[src/rtl/clq_store_pkg.sv]
// Shared types and sizing for the clause-list store and its consumers.
// The literal-to-table-index map is reused by the GST.
package clq_store_pkg;

  localparam int unsigned NODE_DEPTH  = 64;
  localparam int unsigned CLA_LENGTH  = 3;
  localparam int unsigned LIT_IDX_MAX = 16;

  localparam int unsigned LIT_W     = $clog2(LIT_IDX_MAX) + 1;
  localparam int unsigned PTR_W     = $clog2(NODE_DEPTH);
  localparam int unsigned NF_W      = $clog2(NODE_DEPTH) + 1;
  localparam int unsigned TBL_DEPTH = 2 * LIT_IDX_MAX + 2;
  localparam int unsigned TIDX_W    = $clog2(TBL_DEPTH);
  localparam int unsigned SLOT_W    = (CLA_LENGTH > 1) ? $clog2(CLA_LENGTH) : 1;

  typedef logic signed [LIT_W-1:0] lit_t;
  typedef logic [PTR_W-1:0]        ptr_t;
  typedef logic [SLOT_W-1:0]       slot_t;
  typedef logic [TIDX_W-1:0]       tidx_t;
  typedef lit_t [CLA_LENGTH-1:0]   cla_t;

  typedef struct packed {
    cla_t                   cla;
    ptr_t [CLA_LENGTH-1:0]  ptr;
  } node_t;

  typedef enum logic [0:0] {
    IDLE = 1'b0,
    LINK = 1'b1
  } clq_state_e;

  // +v -> 2v, -v -> 2v+1; widened first so that the most negative literal negates cleanly.
  function automatic tidx_t lit_idx(input lit_t l);
    logic signed [LIT_W:0] w;
    logic [LIT_W:0]        mag;
    w   = {l[LIT_W-1], l};
    mag = w[LIT_W] ? -w : w;
    return tidx_t'({mag, w[LIT_W]});
  endfunction

endpackage

[src/rtl/clq_store_if.sv]
// CArb insert and BCP lookup signals of the clause-list store.
interface clq_store_if;
  import clq_store_pkg::*;

  cla_t  carb2clq_cla;
  logic  carb2clq_valid;
  logic  clq2carb_ready;
  logic  halt;
  logic  full;
  lit_t  bcp2clq_lit;
  ptr_t  clq2bcp_init_ptr;
  logic  clq2bcp_init_ptr_valid;
  ptr_t  node_ptr;
  node_t node;

  modport master (
    output carb2clq_cla, carb2clq_valid, bcp2clq_lit, node_ptr,
    input  clq2carb_ready, halt, full, clq2bcp_init_ptr, clq2bcp_init_ptr_valid, node
  );

  modport slave (
    input  carb2clq_cla, carb2clq_valid, bcp2clq_lit, node_ptr,
    output clq2carb_ready, halt, full, clq2bcp_init_ptr, clq2bcp_init_ptr_valid, node
  );
endinterface

[src/rtl/clq_lit_table.sv]
// Per-literal watch-list head/tail/tail_slot registers.
// Combinational head and tail read ports, one write port, synchronous clear.
module clq_lit_table
  import clq_store_pkg::*;
(
  input  logic  clk,
  input  logic  rst_n,
  input  logic  clear,
  input  tidx_t rd_head_idx,
  output ptr_t  rd_head,
  input  tidx_t rd_tail_idx,
  output ptr_t  rd_tail,
  output slot_t rd_tail_slot,
  input  logic  we,
  input  tidx_t wr_idx,
  input  logic  wr_head,
  input  ptr_t  wr_ptr,
  input  slot_t wr_slot
);

  ptr_t  head      [TBL_DEPTH];
  ptr_t  tail      [TBL_DEPTH];
  slot_t tail_slot [TBL_DEPTH];

  always_ff @(posedge clk) begin
    if (!rst_n || clear) begin
      for (int unsigned k = 0; k < TBL_DEPTH; k++) begin
        head[k]      <= '0;
        tail[k]      <= '0;
        tail_slot[k] <= '0;
      end
    end else if (we) begin
      if (wr_head) head[wr_idx] <= wr_ptr;
      tail[wr_idx]      <= wr_ptr;
      tail_slot[wr_idx] <= wr_slot;
    end
  end

  assign rd_head      = head[rd_head_idx];
  assign rd_tail      = tail[rd_tail_idx];
  assign rd_tail_slot = tail_slot[rd_tail_idx];

endmodule

[src/rtl/clq_store.sv]
// Clause-list store: allocates clause nodes and threads each one onto a
// per-literal watch list, one clause slot per cycle, halting BCP meanwhile.
module clq_store
  import clq_store_pkg::*;
#(
  parameter int unsigned NODE_DEPTH = clq_store_pkg::NODE_DEPTH
)(
  input logic        clk,
  input logic        rst_n,
  input logic        clear,
  clq_store_if.slave bus
);

  clq_state_e       state_q, state_d;
  cla_t             cla_q;
  ptr_t             new_q;
  slot_t            slot_q;
  logic [NF_W-1:0]  next_free_q;
  node_t            node_mem [NODE_DEPTH];

  logic  full;
  logic  ready;
  logic  accept;
  lit_t  cur_lit;
  logic  skip;
  logic  link_en;
  ptr_t  rd_head;
  ptr_t  rd_tail;
  slot_t rd_tail_slot;
  tidx_t cur_idx;

  assign full    = (next_free_q == NF_W'(NODE_DEPTH));
  assign accept  = bus.carb2clq_valid && ready;
  assign cur_lit = cla_q[slot_q];
  assign cur_idx = lit_idx(cur_lit);
  assign link_en = (state_q == LINK) && !skip;

  // Repeated literals inside one clause are linked only at their first slot.
  always_comb begin
    skip = (cur_lit == '0);
    for (int unsigned j = 0; j < CLA_LENGTH; j++) begin
      if (SLOT_W'(j) < slot_q && cla_q[j] == cur_lit) skip = 1'b1;
    end
  end

  always_comb begin
    state_d = state_q;
    ready   = 1'b0;
    unique case (state_q)
      IDLE: begin
        ready = !full && !clear;
        if (bus.carb2clq_valid && ready) state_d = LINK;
      end
      LINK: begin
        if (slot_q == SLOT_W'(CLA_LENGTH - 1)) state_d = IDLE;
      end
      default: state_d = IDLE;
    endcase
  end

  always_ff @(posedge clk) begin
    if (!rst_n || clear) begin
      state_q     <= IDLE;
      cla_q       <= '0;
      new_q       <= '0;
      slot_q      <= '0;
      next_free_q <= NF_W'(1);
    end else begin
      state_q <= state_d;
      if (accept) begin
        cla_q       <= bus.carb2clq_cla;
        new_q       <= ptr_t'(next_free_q);
        next_free_q <= next_free_q + 1'b1;
        slot_q      <= '0;
      end else if (state_q == LINK) begin
        slot_q <= slot_q + 1'b1;
      end
    end
  end

  // Node storage is not cleared: freed nodes become unreachable once heads are zeroed.
  always_ff @(posedge clk) begin
    if (rst_n && !clear) begin
      if (accept) begin
        node_mem[ptr_t'(next_free_q)] <= '{cla: bus.carb2clq_cla, ptr: '0};
      end else if (link_en && rd_tail != '0) begin
        node_mem[rd_tail].ptr[rd_tail_slot] <= new_q;
      end
    end
  end

  clq_lit_table u_lit_table (
    .clk          (clk),
    .rst_n        (rst_n),
    .clear        (clear),
    .rd_head_idx  (lit_idx(bus.bcp2clq_lit)),
    .rd_head      (rd_head),
    .rd_tail_idx  (cur_idx),
    .rd_tail      (rd_tail),
    .rd_tail_slot (rd_tail_slot),
    .we           (link_en),
    .wr_idx       (cur_idx),
    .wr_head      (rd_tail == '0),
    .wr_ptr       (new_q),
    .wr_slot      (slot_q)
  );

  always_comb begin
    bus.clq2bcp_init_ptr = '0;
    if (bus.bcp2clq_lit != '0) bus.clq2bcp_init_ptr = rd_head;
  end

  assign bus.clq2bcp_init_ptr_valid = (bus.clq2bcp_init_ptr != '0);

  always_comb begin
    bus.node = '0;
    if (bus.node_ptr != '0 && 32'(bus.node_ptr) < NODE_DEPTH) bus.node = node_mem[bus.node_ptr];
  end

  assign bus.clq2carb_ready = ready;
  assign bus.halt           = (state_q == LINK);
  assign bus.full           = full;

endmodule
[src/flat_wrapper.sv]
// flat-port wrapper written by rule: the top's interface ports become plain ports
module clq_store_flat import clq_store_pkg::*;
#(
  parameter int unsigned NODE_DEPTH = clq_store_pkg::NODE_DEPTH
)
  (clk, rst_n, clear, bus_carb2clq_cla, bus_carb2clq_valid, bus_bcp2clq_lit, bus_node_ptr, bus_clq2carb_ready, bus_halt, bus_full, bus_clq2bcp_init_ptr, bus_clq2bcp_init_ptr_valid, bus_node);
  clq_store_if bus_i ();
  input logic clk;
  input logic rst_n;
  input logic clear;
  input wire logic [$bits(bus_i.carb2clq_cla)-1:0] bus_carb2clq_cla;
  input wire logic [$bits(bus_i.carb2clq_valid)-1:0] bus_carb2clq_valid;
  input wire logic [$bits(bus_i.bcp2clq_lit)-1:0] bus_bcp2clq_lit;
  input wire logic [$bits(bus_i.node_ptr)-1:0] bus_node_ptr;
  output wire logic [$bits(bus_i.clq2carb_ready)-1:0] bus_clq2carb_ready;
  output wire logic [$bits(bus_i.halt)-1:0] bus_halt;
  output wire logic [$bits(bus_i.full)-1:0] bus_full;
  output wire logic [$bits(bus_i.clq2bcp_init_ptr)-1:0] bus_clq2bcp_init_ptr;
  output wire logic [$bits(bus_i.clq2bcp_init_ptr_valid)-1:0] bus_clq2bcp_init_ptr_valid;
  output wire logic [$bits(bus_i.node)-1:0] bus_node;
  assign bus_i.carb2clq_cla = bus_carb2clq_cla;
  assign bus_i.carb2clq_valid = bus_carb2clq_valid;
  assign bus_i.bcp2clq_lit = bus_bcp2clq_lit;
  assign bus_i.node_ptr = bus_node_ptr;
  assign bus_clq2carb_ready = bus_i.clq2carb_ready;
  assign bus_halt = bus_i.halt;
  assign bus_full = bus_i.full;
  assign bus_clq2bcp_init_ptr = bus_i.clq2bcp_init_ptr;
  assign bus_clq2bcp_init_ptr_valid = bus_i.clq2bcp_init_ptr_valid;
  assign bus_node = bus_i.node;
  clq_store #(.NODE_DEPTH(NODE_DEPTH)) u_core (.clk(clk), .rst_n(rst_n), .clear(clear), .bus(bus_i));
endmodule
[config.mk]
export PLATFORM = sky130hd
export DESIGN_NAME = clq_store_flat
export DESIGN_NICKNAME = d
export VERILOG_FILES = /design/src/rtl/clq_store_pkg.sv /design/src/rtl/clq_store_if.sv /design/src/rtl/clq_lit_table.sv /design/src/rtl/clq_store.sv /design/src/flat_wrapper.sv
export SDC_FILE = /design/constraint.sdc
export NUM_CORES = 2
export LEC_CHECK = 0
export ABC_AREA = 1
export CORE_MARGIN = 1
export CORE_UTILIZATION = 50
export CTS_CLUSTER_DIAMETER = 50
export DETAILED_ROUTE_END_ITERATION = 12
export PLACE_DENSITY = 0.68
export RECOVER_POWER = 50
export SLEW_MARGIN = 20
export SYNTH_ARGS = -nofsm -noshare
export SYNTH_HDL_FRONTEND = slang
export SYNTH_SLANG_ARGS = --single-unit
[constraint.sdc]
create_clock -name clk -period 9.24 [get_ports clk]
set_clock_uncertainty 0.15 [all_clocks]
set_input_delay 1.848 -clock clk [delete_from_list [all_inputs] [get_ports clk]]
set_output_delay 1.848 -clock clk [all_outputs]
set_load 0.03 [all_outputs]
## Word-level counts from Yosys, hierarchy flattened

Memories as Yosys holds them, arrays and structs flattened.
Index checks and enable logic that the tools add are counted.

- Output and inout port bits: 43
- Memories: 4
- Word-level logic and storage cells: 96
- Memory bits (writable): 2588
- Register bits after elaboration: 31

Memories:

| memory | words | width | rd ports | clocked after Yosys merged registers in | wr ports | RTL line | text |
|---|---|---|---|---|---|---|---|
| u_core.node_mem | 64 | 33 | 1 | 0 | 1 | clq_store.sv:19 | `node_t node_mem [NODE_DEPTH];` |
| u_core.u_lit_table.head | 34 | 6 | 1 | 0 | 34 | clq_lit_table.sv:21 | `ptr_t head [TBL_DEPTH];` |
| u_core.u_lit_table.tail | 34 | 6 | 1 | 0 | 34 | clq_lit_table.sv:22 | `ptr_t tail [TBL_DEPTH];` |
| u_core.u_lit_table.tail_slot | 34 | 2 | 1 | 0 | 34 | clq_lit_table.sv:23 | `slot_t tail_slot [TBL_DEPTH];` |

- Reduce and logical (&&, ||, !) cells: 26
- Add/subtract/negate cells: 4
- Equal/unequal tests: 5
- Multiplexer cells: 43
- $lt $le $gt $ge: 6
- Bitwise operators: 1

Operators with widths:

| operator | count |
|---|---|
| 33-bit two-way mux | 2 |
| 6-bit two-way mux | 8 |
| 33-bit OR reduction | 1 |
| 1-bit two-way mux | 24 |
| 19-bit two-way mux | 1 |
| 18-bit two-way mux | 1 |
| 6-bit nonzero test | 3 |
| 5-bit equality test | 3 |
| 5-bit two-way mux | 3 |
| 6-bit demux with 2-bit select | 1 |
| 6-bit OR reduction | 2 |
| 5-bit binary-select mux with 2-bit select | 1 |
| 1-bit logical AND | 10 |
| 5-bit negation | 2 |
| 7-bit by 1-bit adder with 7-bit output (second input constant) | 1 |
| 7-bit equality test (second input constant) | 1 |
| 6-bit zero test | 1 |
| 2-bit by 3-bit less-than comparator with 1-bit output (second input constant) | 2 |
| 5-bit zero test | 1 |
| 5-bit nonzero test | 1 |
| 1-bit zero test | 4 |
| 1-bit by 2-bit less-than comparator with 1-bit output (first input constant) | 2 |
| 2-bit OR reduction | 2 |
| 2-bit by 1-bit adder with 2-bit output (second input constant) | 1 |
| other kinds (7) | 7 |

## Depth between registers and ports, before layout

- Word-level depth: 16
- Gate-level depth with buffers: 29
- Gate-level depth less buffers: 23

## Cells and area by module

Synthesis repeated with hierarchy kept, for this count alone.

- Cells, all modules: 10397
- Area total of the unflattened synthesis: 123975.2 um^2

Modules (own cells, without submodules):

| module | times used | sequential area each (um^2) | area each (um^2) | cells each |
|---|---|---|---|---|
| clq_store | 1 | 64041.4 | 85112.9 | 6586 |
| clq_lit_table | 1 | 26905.8 | 38862.3 | 3811 |

## Least setup slack after synthesis

OpenSTA, ideal clock, no wires.

- Path type: register to register
- Start: register u_core.slot_q[0]
- End: memory u_core.node_mem[0][0] in the netlist's numbering, data pin
- Data required time: 7995 ps
- Arrival: 7547 ps
- Setup time: 1095 ps
- Clock period less this slack: 8793 ps
- Stages on the path, launching flop included: 25
- Path buffers: 8
- Path slack: 447 ps
- Cells stage by stage: dfxtp_1 buf_4 inv_2 buf_6 nand3_1 nand2_2 inv_2 buf_2 buf_2 ha_1 inv_1 nand2_1 o21ai_2 buf_4 buf_2 o211ai_1 nand3_1 nand3_1 nand3_1 nand2_1 nand2_2 nand3_4 buf_6 clkbuf_1 nor2_1

- Cells in the longest elaborated chain, start to end: 16
- Elaborated cells between the ends (all ways): 34
- Classes of those cells: add/sub (1); order compare (5); eq/ne (3); mux (13); reduce/logical (10); memory (2)

Ends and longest elaborated chain:

| what | RTL line | text |
|---|---|---|
| start: declaration | clq_store.sv:17 | `slot_t slot_q;` |
| start signal: assignment | clq_store.sv:76 | `slot_q <= slot_q + 1'b1;` |
| parallel branches: the longest is 13 deep, another holds 5-bit negation | -- |  |
| 18-bit two-way mux (implied by the code) * | clq_store.sv:87 | `node_mem[rd_tail].ptr[rd_tail_slot] <= new_q;` |
| 33-bit OR reduction (no source line) * | -- |  |
| 33-bit two-way mux (no source line) * | -- |  |
| end: declaration | clq_store.sv:19 |  |

Every way passes the cells marked *. The select of a mux whose other input is x is not followed.

## Worst setup path in the final report

- Start: register u_core.slot_q[0]
- End: memory u_core.node_mem[32][22] in the netlist's numbering, enable pin

- Cells in the longest elaborated chain, start to end: 16
- Elaborated cells between the ends (all ways): 35
- Classes of those cells: add/sub (1); order compare (5); eq/ne (3); mux (14); reduce/logical (10); memory (2)

Ends and longest elaborated chain:

| what |
|---|
| parallel branches: the longest is 16 deep, another holds 5-bit negation |

Parallel ways; which one is timed is not known. The select of a mux whose other input is x is not followed.

==> results.toml <==
[global_route]
grt_use_total_pct = 26.8
grt-ovfl-total = 0
grt_max_degree = 139
grt_pass1_vias = 80100
grt_pass1_wl_mm = 506
grt_antenna_before_repair = 11

[drt]
drt_pass1_iterations = 7
drtAntennaViolNets = 0
dr.first_iter.drc_count = 11600
drt-total-wl_mm = 343
viasPerCell = 6.04
drc = 0
dr_total_vias = 84500
drt-wirelength-per-cell_um = 24.5

[clocking]
cts_hold_buf = 0
clock_path_buffers = 4
h-tree-depth = 5
clk_pin_slew_worst_paths_ns = 0.06
cts_tree = "done"
clkLatencyLatePin_ns = 0.94
post_cts_buffers = 0
cts_buffers = 321
post_cts_resize_count = 0
clk_root_buffer_cell = "clkbuf_16"
cts_sinks = 3039

[critical_path]
required_ns = 9.74
crit_type = "flop to flop"
cp-end-kind = "flop"
cp-start-kind = "flop"
cp_data_arrival_time_ns = 8.78
cp_max_fo = 63

[final_layout]
multiInputGateArea_um2 = 30600
fillers = 19600
register_area_um2 = 90900
final_util_pct = 56.8
nNetsFinal = 10500
area_growth_pct = 12.6
drive_above_1_share_pct = 7.43

[place]
place_congestion = 0.913
dp_slack_ns = 1.39
port_buffers = 72
hpwlAfterDp_mm = 204

[outcome]
status = "finished, violations left"
violations = "capacitance limit, slew limit"

[logic_synthesis]
yosysMostFrequentCell = "edfxtp_1"
ys.warnings.count = 0
ys_top_cells_by_count = "3,008 x edfxtp_1, 2,033 x nor2_1, 1,347 x o21ai_0, 790 x nand2_1, 689 x nand3_1"
synth_cells = 10200
yosysTopAreaCell = "edfxtp_1"
ys_seq_area_share_pct = 73.2
synthTopCellsByArea = "edfxtp_1 73%, nor2_1 6.1%, o21ai_0 5.4%"
postSynthAreaPerCell_um2 = 12.2
synth_top_area_share_pct = 72.7
synth_edf_count = 3008
synth_area_um2 = 124000
ys_types = 40
ys_ff_latch = 3039
yosys_most_used_dff = "edfxtp_1"
ys_async_sr_fraction_pct = 0

[pwr]
leakage_uw = 0.0471
peakVddDrop_mv = 0.198
power-per-cell-area_nw_per_um2 = 212

[floorplanning]
core_area_um2 = 247000
die_x_um = 501
io_pins = 73
die_h_um = 501
rows = 182
die_area_um2 = 251000
initial_utilization_pct = 50.4

[run]
max_cap_viol_count = 18

[min_path]
holdCritPathClass = "flop to flop"

[sta]
hold_violations = 0
finalSetupViolCount = 0
fin_crit_ns = 8.29
rsz0062_at_grt = "false"
setup_slack_ns = 0.955
tightest_slew_ns = 4.68
max_freq_ghz = 0.121
timing.final.max_slew_violations = 780
slew_headroom_pct = -212
tns_ns = 0
fin_crit_sh_pct = 89.7
final timing paths:
path / endpoint / slack (ns) / start / cells after the start
worst max-delay path: u_core.node_mem[32][22]$_DFFE_PP_ / 0.95 / u_core.slot_q[0]$_SDFFE_PP0P_ / 23
worst min-delay path: u_core.next_free_q[0]$_SDFFE_PP1P_ / 0.34 / u_core.next_free_q[0]$_SDFFE_PP1P_ / 2
worst max register to register: u_core.node_mem[32][22]$_DFFE_PP_ / 0.95 / u_core.slot_q[0]$_SDFFE_PP0P_ / 23
worst min register to register: u_core.next_free_q[0]$_SDFFE_PP1P_ / 0.34 / u_core.next_free_q[0]$_SDFFE_PP1P_ / 2
worst max-delay path: stages, from the launching register on:
cell and delay (ns):
dfxtp_1 0.54, inv_1 0.32, nand2_1 0.14, nand3_1 0.12, nand2_4 0.61, inv_4 0.47, ha_1 0.47, nand2_1 0.07
nand2_2 0.70, clkbuf_2 0.80, nand3_1 0.16, nand3_1 0.12, nand3_1 0.17, nand3_1 0.23, nand2_1 0.13, nand2_1 0.29
nand3_4 0.42, nand2_1 0.22, inv_1 0.07, nor2_2 0.68, nor2_4 0.19, nand2_2 0.37, nor2_1 0.14, buf_4 0.30
routing by layer:
metal,global-route usage [%],wire length (um)
met5,0,26
met4,12.5,16700
met3,4.74,32700
met2,43.5,164000
met1,35.3,129000
stage by stage:
stage               area [um2]  cells  hold WS [ns]  power, uW
detailed placement      130000  13400         0.333      17500
global placement        130000  13400         0.308      17500
CTS                     140000  14000         0.343      29800
global route            140000  14000         0.377      30400
finish                  140000  14000         0.340      29700
floorplan               126000  10600         0.289      16800
final cells by class:
class,instances,share of cell area (%)
Antenna cell,5,0.00894
Clock buffer,383,6.03
Clock inverter,171,1.08
Inverter,342,0.938
Multi-Input combinational cell,6410,21.8
Sequential cell,3039,65.0
Tap cell,3312,2.96
Timing Repair Buffer,326,2.18
cells in the final DEF (no fill, tap or decap), types with 6 or more instances in the layout:
cell and count:
clkbuf_2 9, nor3_1 87, nor2_1 2021, edfxtp_1 3008, nand3b_1 70, inv_6 11, nand2_2 31, clkdlybuf4s50_1 59
ha_1 7, inv_2 11, buf_4 193, a31oi_1 22, a21oi_1 128, buf_12 39, xor2_1 6, clkbuf_1 65
o21ai_0 1346, clkinv_1 61, dfxtp_1 31, nand3_1 686, clkinvlp_4 12, clkbuf_16 328, nand2_1 789, nor2_4 21
conb_1 364, inv_1 318, o211ai_1 123, nand4_1 13, nor2_2 9, bufinv_16 24, o221ai_1 265, clkinv_2 59
o21ai_1 10, o22ai_1 385, clkinv_4 7
logic make-up after synthesis:
family,share of synthesized area [%]
other,0.00302
buffers and inverters,3.48
and+or+nand+nor,12.5
adders and majority gates,0.0704
xor gates and xnor gates,0.0644
AOI/OAI and AO/OA,10.7
DFF,73.2
where the power goes:
group | switching, uW | internal, uW | total (uW)
registers | 47.9 | 15200 | 15300
logic | 1500 | 512 | 2010
clock network | 5230 | 7170 | 12400
total | 6780 | 22900 | 29700
flip-flops by register name (all words and copies together), names as in the netlist:
signal                        flops
u_core.u_lit_table.head         384
u_core.node_mem                2112
u_core.next_free_q                7
u_core.u_lit_table.tail_slot    128
u_core.bus.halt                   1
u_core.new_q                      6
u_core.u_lit_table.tail         384
u_core.cla_q                     15
u_core.slot_q                     2
No activity file was read; power rests on OpenSTA's default activity.
